<file path="src/rtl/pwm_capture.sv">
// pwm_capture: APB peripheral that measures the high time and period of an
// external PWM waveform, in pclk cycles.
//
// Ports:
//   pclk, presetn          clock (rising edge), asynchronous active-low reset
//   psel, penable, paddr,  APB slave, zero wait-state; prdata/pslverr are
//   pwrite, pstrb, pwdata  registered during the setup phase
//   prdata, pready, pslverr
//   pwm_in                 asynchronous PWM input
//   irq                    measurement interrupt (only with PWM_CAPTURE_IRQ_EN)
//
// Register map: 0x00 CTRL {irq_en, en}, 0x04 STATUS W1C {ovf, valid},
//               0x08 HIGH, 0x0C PERIOD. Other addresses return pslverr.
//
// Optional feature macro: PWM_CAPTURE_IRQ_EN adds the irq output and makes
// CTRL[1] writable.
//
// State | meaning
// IDLE  | capture disabled, counter cleared
// ARM   | waiting for a rising edge to start a measurement
// HIGH  | counting the high phase
// LOW   | counting the low phase; next rise completes the period

module pwm_capture #(
    parameter int RESOLUTION  = 16,
    parameter int SYNC_STAGES = 2
) (
    input  logic        pclk,
    input  logic        presetn,
    input  logic        psel,
    input  logic        penable,
    input  logic [31:0] paddr,
    input  logic        pwrite,
    input  logic [3:0]  pstrb,
    input  logic [31:0] pwdata,
    output logic [31:0] prdata,
    output logic        pready,
    output logic        pslverr,
    input  logic        pwm_in
`ifdef PWM_CAPTURE_IRQ_EN
    ,
    output logic        irq
`endif
);

    localparam logic [RESOLUTION-1:0] CNT_MAX = '1;
    localparam logic [RESOLUTION-1:0] CNT_ONE = RESOLUTION'(1);

    localparam logic [31:0] ADDR_CTRL   = 32'h0000_0000;
    localparam logic [31:0] ADDR_STATUS = 32'h0000_0004;
    localparam logic [31:0] ADDR_HIGH   = 32'h0000_0008;
    localparam logic [31:0] ADDR_PERIOD = 32'h0000_000C;

    typedef enum logic [1:0] {S_IDLE, S_ARM, S_HIGH, S_LOW} state_t;

    state_t                  state, state_nx;
    logic [RESOLUTION-1:0]   cnt, cnt_nx;
    logic [RESOLUTION-1:0]   hi_cap, hi_cap_nx;
    logic [RESOLUTION-1:0]   high_r, period_r;
    logic [SYNC_STAGES-1:0]  sync_q;
    logic                    pwm_d;
    logic                    pwm_s, rise, fall;
    logic                    res_load, ovf_set;
    logic                    en, valid, ovf, irq_en_rd;
    logic                    apb_setup, apb_wr, wr_ctrl, wr_stat, addr_ok;
    logic [31:0]             rdata;
    logic                    unused_apb;

    // Input synchronizer plus one flop for edge detection.
    always_ff @(posedge pclk or negedge presetn) begin
        if (!presetn) begin
            sync_q <= '0;
            pwm_d  <= 1'b0;
        end else begin
            sync_q <= {sync_q[SYNC_STAGES-2:0], pwm_in};
            pwm_d  <= pwm_s;
        end
    end

    assign pwm_s = sync_q[SYNC_STAGES-1];
    assign rise  = pwm_s & ~pwm_d;
    assign fall  = ~pwm_s & pwm_d;

    always_ff @(posedge pclk or negedge presetn) begin
        if (!presetn) begin
            state  <= S_IDLE;
            cnt    <= '0;
            hi_cap <= '0;
        end else begin
            state  <= state_nx;
            cnt    <= cnt_nx;
            hi_cap <= hi_cap_nx;
        end
    end

    // HIGH checks saturation before the fall: a high phase of CNT_MAX cycles
    // can never give a representable period, so it is an overflow. In LOW the
    // rise wins, so a period of exactly CNT_MAX is still a valid result.
    always_comb begin
        state_nx  = state;
        cnt_nx    = cnt;
        hi_cap_nx = hi_cap;
        res_load  = 1'b0;
        ovf_set   = 1'b0;
        if (!en) begin
            state_nx = S_IDLE;
            cnt_nx   = '0;
        end else begin
            case (state)
                S_IDLE: state_nx = S_ARM;
                S_ARM: begin
                    if (rise) begin
                        state_nx = S_HIGH;
                        cnt_nx   = CNT_ONE;
                    end
                end
                S_HIGH: begin
                    if (cnt == CNT_MAX) begin
                        ovf_set  = 1'b1;
                        state_nx = S_ARM;
                    end else begin
                        cnt_nx = cnt + 1'b1;
                        if (fall) begin
                            hi_cap_nx = cnt;
                            state_nx  = S_LOW;
                        end
                    end
                end
                S_LOW: begin
                    if (rise) begin
                        res_load = 1'b1;
                        state_nx = S_HIGH;
                        cnt_nx   = CNT_ONE;
                    end else if (cnt == CNT_MAX) begin
                        ovf_set  = 1'b1;
                        state_nx = S_ARM;
                    end else begin
                        cnt_nx = cnt + 1'b1;
                    end
                end
                default: state_nx = S_IDLE;
            endcase
        end
    end

    assign apb_setup = psel & ~penable;
    assign apb_wr    = psel & penable & pwrite;
    assign wr_ctrl   = apb_wr && (paddr == ADDR_CTRL);
    assign wr_stat   = apb_wr && (paddr == ADDR_STATUS);

    always_comb begin
        rdata   = '0;
        addr_ok = 1'b1;
        case (paddr)
            ADDR_CTRL:   rdata = {30'b0, irq_en_rd, en};
            ADDR_STATUS: rdata = {30'b0, ovf, valid};
            ADDR_HIGH:   rdata = 32'(high_r);
            ADDR_PERIOD: rdata = 32'(period_r);
            default:     addr_ok = 1'b0;
        endcase
    end

    always_ff @(posedge pclk or negedge presetn) begin
        if (!presetn) begin
            prdata  <= '0;
            pslverr <= 1'b0;
            pready  <= 1'b0;
        end else begin
            pready <= 1'b1;
            if (apb_setup) begin
                pslverr <= ~addr_ok;
                prdata  <= (pwrite || !addr_ok) ? 32'b0 : rdata;
            end
        end
    end

    // Hardware set has priority over a simultaneous write-one-to-clear.
    always_ff @(posedge pclk or negedge presetn) begin
        if (!presetn) begin
            en       <= 1'b0;
            valid    <= 1'b0;
            ovf      <= 1'b0;
            high_r   <= '0;
            period_r <= '0;
        end else begin
            if (wr_ctrl) en <= pwdata[0];
            valid <= res_load | (valid & ~(wr_stat & pwdata[0]));
            ovf   <= ovf_set  | (ovf   & ~(wr_stat & pwdata[1]));
            if (res_load) begin
                high_r   <= hi_cap;
                period_r <= cnt;
            end
        end
    end

`ifdef PWM_CAPTURE_IRQ_EN
    logic irq_en;

    always_ff @(posedge pclk or negedge presetn) begin
        if (!presetn) begin
            irq_en <= 1'b0;
            irq    <= 1'b0;
        end else begin
            if (wr_ctrl) irq_en <= pwdata[1];
            irq <= irq_en & (valid | ovf);
        end
    end

    assign irq_en_rd  = irq_en;
    assign unused_apb = ^{pstrb, pwdata[31:2]};
`else
    assign irq_en_rd  = 1'b0;
    assign unused_apb = ^{pstrb, pwdata[31:1]};
`endif

endmodule
</file>
<file path="config.mk">
export PLATFORM = sky130hd
export DESIGN_NAME = pwm_capture
export DESIGN_NICKNAME = d
export VERILOG_FILES = /design/src/rtl/pwm_capture.sv
export SDC_FILE = /design/constraint.sdc
export NUM_CORES = 1
export LEC_CHECK = 0
export CORE_ASPECT_RATIO = 1.75
export CORE_MARGIN = 8
export CORE_UTILIZATION = 45
export CTS_BUF_LIST = sky130_fd_sc_hd__clkbuf_4 sky130_fd_sc_hd__clkbuf_8
export DETAILED_ROUTE_END_ITERATION = 6
export PLACE_DENSITY = 0.78
export SETUP_SLACK_MARGIN = 0.3
export SLEW_MARGIN = 20
export SYNTH_ARGS = -nofsm -noshare
export SYNTH_HDL_FRONTEND = slang
export SYNTH_SLANG_ARGS = --single-unit
</file>
<file path="constraint.sdc">
create_clock -name pclk -period 1.85 [get_ports pclk]
set_clock_uncertainty 0.05 [all_clocks]
set_input_delay 0.37 -clock pclk [delete_from_list [all_inputs] [get_ports pclk]]
set_output_delay 0.37 -clock pclk [all_outputs]
set_load 0.05 [all_outputs]
</file>
==> results of run 1 <==
how the worst max path moves through the flow:
stage                      end  slack (ps)  depth (start not counted)
floorplan           hi_cap[10]         -90                          8
global placement            en        -270                          5
detailed placement          en        -390                          5
CTS                 hi_cap[14]          70                          7
global route        hi_cap[10]           6                          7
finish              hi_cap[10]          40                          7
cell type report:
class                   count  area share
clock buffers              12      0.0264
clock inverters             3      0.0117
inverters                   1    0.000676
multi-input cells         224       0.360
flip-flops and latches     90       0.405
well taps                 120      0.0270
repair buffers            105       0.168
cell families after synthesis:
| logic type | Yosys count | synth area share |
|---|---|---|
| simple gates | 99 | 0.136 |
| flops | 90 | 0.553 |
| mux | 66 | 0.190 |
| compound gates | 30 | 0.0414 |
| buf+inv | 30 | 0.0513 |
| xor+xnor | 11 | 0.0236 |
| other cells | 2 | 0.00184 |
| fa+ha+maj | 1 | 0.00307 |
cell usage after synthesis (2+ instances only):
cell and instances:
o21ai_0 19, a21boi_0 2, xor2_1 9, nor3_1 7
dfrtp_1 90, nor2_1 17, buf_2 4, mux2_2 40
and3_2 3, nand3_1 12, nand4_1 7, nor4_1 9
nand2_1 26, mux2_4 10, nand2b_1 3, mux2i_1 15
xnor2_1 2, buf_6 2, a21oi_1 5, clkbuf_1 5
conb_1 2, buf_4 16, or3_1 2
routing by layer:
metal  wire length (um)  global-route usage  vias up
li1                   -                   -     1333
met1               3720               0.159     1502
met2               5710               0.284      100
met3                690              0.0481       14
met4                182              0.0620        0
met5                  0                   0        -
critical path, cell delays in order, from the launching register on:
cell       delay (ps)
dfrtp_1           420
ha_4              180
and4_4            150
nand4b_4          110
nand2_4            50
nand4bb_4         240
buf_12            190
mux2_4            310
what timing repair did:
action                                  4_1_cts  5_1_grt
resized for setup                            73       88
hold endpoints to repair                      0        0
pin swaps                                    23       25
endpoints found under the setup margin       81       80
cloned                                        2        2
buffers inserted                              4        4
flip-flops by register name (all words and copies together) (netlist names):
register	flops
period_r	16
pwm_d	1
high_r	16
pslverr	1
ovf	1
pready	1
en	1
state	2
valid	1
prdata	16
sync_q	2
hi_cap	16
cnt	16
where the power goes:
group          switching (mW)  internal (mW)
registers             0.00338           1.97
clock network           0.667          0.798
logic                   0.171         0.0804
==> metrics.yaml, run 1 <==
hold_viol_final: 26
cts_made_buffers: 9
drc_errors: 0
regArea_um2: 2250
grt_usage: 0.157
power_mw: 3.69
grt_pass1_wl_mm: 14.9
die_w_um: 87.9
endpoint_kind: "flop"
p_leak_nw: 2.69
ctsRootBufferMaster: "clkbuf_8"
ys_ff_latch: 90
area_growth_pct: 36.3
yosysUniqueCellTypes: 45
dp_cells: 528
start_util: 0.457
async_reset_ff_frac: 1.00
place_congestion: 0.815
ys_seq_area_frac: 0.553
final_layout_size_suffix_gt1_frac: 0.428
synth.area.top_cells: "dfrtp_1 (55%), mux2_2 (11%), mux2_4 (3.7%)"
detail_route.wirelength_mm: 10.3
slew_viol_final: 0
crit_type: "reg2reg"
yosysWarnings: 0
h-tree-depth: 3
multi_input_area_um2: 2000
ir_drop_mv: 0.468
ff2ff_setup_slack_ps: 40
postRouteAntennaNets: 0
via_per_inst: 5.31
regToRegEndpoint: "hi_cap[10]"
syn_inst: 329
layout_common_cells: "dfrtp_1 (90), buf_4 (50), mux2_4 (43)"
final_common_cell: "dfrtp_1"
final_cells: 555
ys.flop_type: "dfrtp_1"
fin_area_um2: 5560
setup_ws_ps: 36.2
synthDominantCellAreaShare: 0.553
status: "finished with violations"
critPathLaunch: "cnt[1]"
violations: "negative hold slack"
final-setup-viol-count: 0
drtIter0Drc: 195
syn_avg_cell_area_um2: 12.4
worstPathRequired_ps: 2050
r2r_start: "cnt[1]"
cts.sinks: 90
critPathMaxFanout: 8
design.core.area_um2: 8920
cap_viol_max_count: 0
nets: 506
syn_area_um2: 4080
r2r_cells: 7
cp-start-kind: "flop"
grt_overflow: 0
arrival_ps: 2010
diodes: 0
fp.dieH_um: 142
min_period_ps: 1810
grt_max_degree: 91
clk_pin_slew_worst_paths_ps: 80
row_count: 46
vias: 2949
first_pass_iters: 4
dp_hpwl_mm: 6.73
io_pins: 108
dieArea_um2: 12500
grt_pass1_vias: 2970
final_util: 0.623
place_area_um2: 4920
fmax_ghz: 0.551
fin_crit_sh: 0.980
final.setup.tns_ps: 0
synth-edff-count: 0
io_buffers: 57
wl_per_cell_um: 18.6
clk_path_buf_depth: 2
clk_latency_ps: 360
hold_class: "in2async"
rsz0062_at_grt: "true"
p_per_area_nw_per_um2: 665
slew_headroom: 0.623
place_ws_ps: -387
synth.largest_area_cell: "dfrtp_1"
cts_tree: "done"
tightest_slew_ps: 564
ctsHoldBuffers: 0
hold_slack_ps: -38.8
antenna_found_initial: 0
fill_cells: 644
(Power assumes the default switching activity.)
==> inputs of run 2 (changes only) <==
--- a/config.mk
+++ b/config.mk
@@ -9,6 +9,7 @@
 export CORE_MARGIN = 8
 export CORE_UTILIZATION = 45
 export CTS_BUF_LIST = sky130_fd_sc_hd__clkbuf_4 sky130_fd_sc_hd__clkbuf_8
+export CTS_CLUSTER_SIZE = 20
 export DETAILED_ROUTE_END_ITERATION = 6
 export PLACE_DENSITY = 0.78
 export SETUP_SLACK_MARGIN = 0.3
==> results of run 2 <==
Final layout, timing and power as in run 1 (identical DEF).
